**src/rtl/mem_arb_pkg.sv**
```systemverilog
// mem_arb_pkg: shared types and widths for the memory port arbiter
package mem_arb_pkg;
  localparam int ADDR_W = 27;
  localparam int DATA_W = 32;
  typedef enum logic [1:0] {IDLE, ISSUE, WAIT, RESP} arb_state_t;
  typedef enum logic {GNT_IF, GNT_LS} grant_t;
  typedef struct packed {
    logic [ADDR_W-1:0] addr;
    logic [DATA_W-1:0] wdata;
    logic              rw;
  } mem_req_t;
endpackage

```
**src/rtl/mem_arb_rr_pick.sv**
```systemverilog
// mem_arb_rr_pick: round-robin choice between IF and LS, tie goes to whoever lost last
module mem_arb_rr_pick
  import mem_arb_pkg::*;
(
  input  logic   if_req,
  input  logic   ls_req,
  input  grant_t last_grant,
  output logic   valid,
  output grant_t grant
);
  always_comb begin
    valid = if_req | ls_req;
    grant = (if_req & ls_req) ? ((last_grant == GNT_IF) ? GNT_LS : GNT_IF) : (ls_req ? GNT_LS : GNT_IF);
  end
endmodule

```
**src/rtl/mem_port_arbiter.sv**
```systemverilog
// mem_port_arbiter: shares one memory port between IF and LS with round-robin and a watchdog
module mem_port_arbiter
  import mem_arb_pkg::*;
#(
  parameter int TIMEOUT_CYCLES = 4096
) (
  input  logic              cpu_clk,
  input  logic              rstn,
  input  logic              if_req,
  input  logic [ADDR_W-1:0] if_addr,
  output logic              if_done,
  output logic [DATA_W-1:0] if_rdata,
  input  logic              ls_req,
  input  logic              ls_we,
  input  logic [ADDR_W-1:0] ls_addr,
  input  logic [DATA_W-1:0] ls_wdata,
  output logic              ls_done,
  output logic [DATA_W-1:0] ls_rdata,
  output logic [ADDR_W-1:0] mem_addr,
  output logic [DATA_W-1:0] mem_wdata,
  output logic              mem_rw,
  output logic              mem_sig,
  input  logic [DATA_W-1:0] mem_rdata,
  input  logic              mem_finish,
  output logic              busy,
  output logic              timeout_err
);
  arb_state_t        state, next;
  grant_t            gnt, last_grant, pick;
  logic              pick_valid, expire, go_resp;
  logic [31:0]       cnt;
  logic [DATA_W-1:0] rd;
  mem_req_t          req;

  mem_arb_rr_pick u_pick (
    .if_req    (if_req),
    .ls_req    (ls_req),
    .last_grant(last_grant),
    .valid     (pick_valid),
    .grant     (pick)
  );

  // the latch register is the memory-side bus, so it stays stable for the whole transaction
  assign mem_addr  = req.addr;
  assign mem_wdata = req.wdata;
  assign mem_rw    = req.rw;
  assign expire    = (TIMEOUT_CYCLES != 0) && (cnt == 32'(TIMEOUT_CYCLES - 1));
  assign go_resp   = (state == WAIT) && (mem_finish || expire);
  assign rd        = mem_finish ? mem_rdata : '0;

  always_comb begin
    next = state;
    unique case (state)
      IDLE:    next = pick_valid ? ISSUE : IDLE;
      ISSUE:   next = WAIT;
      WAIT:    next = go_resp ? RESP : WAIT;
      default: next = IDLE;
    endcase
  end

  always_ff @(posedge cpu_clk or negedge rstn)
    if (!rstn) state <= IDLE;
    else       state <= next;

  always_ff @(posedge cpu_clk or negedge rstn) begin
    if (!rstn) begin
      gnt         <= GNT_IF;
      last_grant  <= GNT_IF;
      req         <= '0;
      cnt         <= '0;
      mem_sig     <= 1'b0;
      busy        <= 1'b0;
      if_done     <= 1'b0;
      ls_done     <= 1'b0;
      if_rdata    <= '0;
      ls_rdata    <= '0;
      timeout_err <= 1'b0;
    end else begin
      mem_sig  <= next == ISSUE;
      busy     <= next != IDLE;
      if_done  <= go_resp && gnt == GNT_IF;
      ls_done  <= go_resp && gnt == GNT_LS;
      if_rdata <= (go_resp && gnt == GNT_IF) ? rd : '0;
      ls_rdata <= (go_resp && gnt == GNT_LS && req.rw) ? rd : '0;
      cnt      <= (state == WAIT) ? cnt + 32'd1 : '0;
      if (go_resp && !mem_finish) timeout_err <= 1'b1;
      if (state == IDLE && pick_valid) begin
        gnt        <= pick;
        last_grant <= pick;
        req        <= (pick == GNT_LS) ? mem_req_t'{ls_addr, ls_wdata, !ls_we} : mem_req_t'{if_addr, '0, 1'b1};
      end
    end
  end
endmodule

```
**config.mk**
```make
export PLATFORM = sky130hd
export DESIGN_NAME = mem_port_arbiter
export DESIGN_NICKNAME = d
export VERILOG_FILES = /design/src/rtl/mem_arb_pkg.sv /design/src/rtl/mem_arb_rr_pick.sv /design/src/rtl/mem_port_arbiter.sv
export SDC_FILE = /design/constraint.sdc
export NUM_CORES = 1
export LEC_CHECK = 0
export CAP_MARGIN = 20
export CORE_MARGIN = 10
export CORE_UTILIZATION = 35
export DETAILED_ROUTE_END_ITERATION = 16
export HOLD_SLACK_MARGIN = 0.06
export PLACE_DENSITY = 0.73
export SLEW_MARGIN = 20
export SYNTH_ARGS = -nofsm -noshare
export SYNTH_HDL_FRONTEND = slang
export SYNTH_HIERARCHICAL = 1
export SYNTH_SLANG_ARGS = --single-unit
```
**constraint.sdc**
```tcl
create_clock -name cpu_clk -period 2.35 [get_ports cpu_clk]
set_input_delay 0.5875 -clock cpu_clk [delete_from_list [all_inputs] [get_ports cpu_clk]]
set_output_delay 0.5875 -clock cpu_clk [all_outputs]
set_load 0.03 [all_outputs]
```
==> results.toml <==
[detailed_routing]
dr.pass1.iters = 4
antenna_left = 0
route.detailed.drc = 0
vias = 5221
drt_iter0_drc = 211
via_per_inst = 4.74
routed_wl_mm = 19.1
wl_per_cell_microns = 17.3

[placed_design]
dp.final_hpwl_mm = 14.3
place.gp.congestion = 0.790
dp.cells = 1070
port_buffers = 252
pre_cts_ws_ps = 117

[timing]
final.min_clock_period_ps = 2240
fin_skew_ps = 11.2
hold_ws_ps = 85.8
worst_pin_slew_ps = 446
setup_ws_ps = 113
maxSlewHeadroom = 0.703
maxSlewViolCount = 0
max_freq_mhz = 447
finalSetupViolCount = 0
period_share = 0.952
rsz0062_at_grt = "false"
finalHoldViolations = 0
finalSetupTns_ps = 0

[yosys]
synth.ff_latch_count = 164
avgSynthCellArea_sq_um = 10.8
post_synth_num_cell_types = 34
synth_most_common_cell = "dfrtp_1"
synth_top_area_share = 0.626
yosys_warnings = 6
synthArstFlopShare = 1.00
netlist_area_sq_um = 6560
synth_nets = 733
synth_common_cells = "dfrtp_1, nand2_1, and2_1"
synth-seq-area-share = 0.626
synth-edff-count = 0
synth_top_area_cell = "dfrtp_1"
synth_ff_type = "dfrtp_1"
synth_area_leaders = "dfrtp_1, and2_1, nand2_1, mux2i_1, nand3_1"
syn_inst = 605

[floorplan]
die_height_microns = 157
ios = 253
dieArea_sq_um = 24600
design.core.area_sq_um = 18200
die_w_microns = 157
placementRows = 49
start_util = 0.360

[setup_path]
cpPeakStageDelay_ps = 500
cp_slowest_cell = "or4_1"
crit_buf_inv = 1
cp_max_fo = 17
critical_path_class = "reg -> reg"
crit_top_cell = "or4_1"
cp_top_family = "simple AND/OR/NAND/NOR gates"
critPathCaptureType = "flip-flop"
critPathLaunchType = "flip-flop"
critPathArrivalTime_ps = 2560
crit_chain = "ha_2 > nand4_1 > or4_1 > buf_4 > or4_1 > a21oi_1"
crit_required_ps = 2670

[pwr]
power.leakage_uw = 0.00443
ir_drop_v = 0.000492
power.density_nw_per_um2 = 1050

[clock_network]
root_buffer = "clkbuf_16"
cts_tree = "built"
clk_pin_slew_ps = 60
cts_sinks = 164
clock_latency_ps = 420
h-tree-depth = 4
clockBufferDepth = 2
numCtsBuffers = 17

[final_layout]
instances_no_fill = 1102
drive_above_1_share = 0.0687
area_growth_syn_to_layout_pct = 52.3
diodes = 0
nNetsFinal = 989

[global_routing]
grt_overflow = 0
grt_usage = 0.154
grt_max_degree = 54
grt_pass1_vias = 5394
grt_pass1_wl_mm = 29.7
antenna_found_initial = 0

[min_path]
hold_path_class = "in -> async"

[run_status]
outcome = "completed"

[job]
cap_violations = 0
through the flow:
stage / instance area [sq um] / power, uW / utilization
after global placement: 9450 / 8030 / 0.519
after floorplan: 6560 / 6070 / -
after global routing: 9990 / 11100 / 0.548
after CTS: 9980 / 10700 / 0.548
final: 9990 / 10500 / 0.548
after detailed placement: 9450 / 8100 / 0.519
sequential cells by signal (all words and copies together), names as in the netlist:
| register | cells |
|---|---|
| busy | 1 |
| cnt | 32 |
| gnt | 1 |
| if_done | 1 |
| if_rdata | 32 |
| ls_done | 1 |
| ls_rdata | 32 |
| mem_addr | 27 |
| mem_rw | 1 |
| mem_sig | 1 |
| mem_wdata | 32 |
| state | 2 |
| timeout_err | 1 |
worst paths after layout:
check / from / to / slack, ps / cells past startpoint
min in group cpu_clk: mem_wdata[28] / mem_wdata[28] / 460 / 2
max in group asynchronous: rstn / cnt[5] / 1620 / 2
worst max register to register: cnt[1] / cnt[22] / 110 / 6
worst max-delay path: cnt[1] / cnt[22] / 110 / 6
worst min-delay path: rstn / mem_addr[12] / 90 / 1
worst min register to register: mem_wdata[28] / mem_wdata[28] / 460 / 2
repair_timing:
item                                    4_1_cts  5_1_grt
setup buffers                                 0        1
endpoints found under the setup margin        0        5
hold buffers                                  0        0
gates resized for setup                       0        1
kinds of logic (layout without fill, tap and decap cells):
group | Yosys count | in the layout | synth area share
multiplexers | 27 | 27 | 0.0412
AO/OA/AOI/OAI | 75 | 75 | 0.0647
adder cells (fa/ha/maj) | 4 | 4 | 0.00763
buffers and inverters | 46 | 314 | 0.0302
XOR/XNOR | 10 | 10 | 0.0134
flip-flops | 164 | 164 | 0.626
AND/OR/NAND/NOR | 279 | 279 | 0.217
power breakdown:
part | internal [uW] | switching (uW) | total (uW)
clock network | 1360 | 1150 | 2510
registers | 3460 | 311 | 3770
logic | 1660 | 2550 | 4220
total | 6490 | 4010 | 10500
layout make-up:
type	instances	area (sq um)
fill	1561	8220
sequential	164	4100
timing repair buffer	272	2750
multi-input combinational	395	2280
clock buffer	18	429
tap	229	287
clock inverter	13	100
inverter	11	41.3
cell usage in the layout, fill, tap and decap left out, drive strengths merged:
master	Yosys	routed
or2	1	1
or4	18	18
a21boi	1	1
inv	11	17
nor3	4	4
o31ai	13	13
clkinv	0	2
nor2	17	17
o21ai	35	35
clkbuf	26	18
nor4	4	4
buf	9	21
dfrtp	164	164
a21o	1	1
nand2	106	106
o211ai	1	1
and2	66	66
o21bai	1	1
ha	4	4
clkinvlp	0	5
and3	2	2
and4	3	3
nand3	44	44
mux2i	27	27
a31oi	2	2
or3	6	6
nand4	8	8
a311oi	1	1
a21oi	20	20
clkdlybuf4s50	0	251
xor2	3	3
xnor2	7	7
per-layer routing:
layer | GRT usage | wire [microns] | vias to the layer above
met5 | 0 | 0 | -
met4 | 0.0436 | 275 | 0
met3 | 0.0795 | 2030 | 14
met2 | 0.257 | 9700 | 149
met1 | 0.167 | 7060 | 2506
li1 | - | - | 2552
Note: power is estimated with default switching activity, not from simulation.
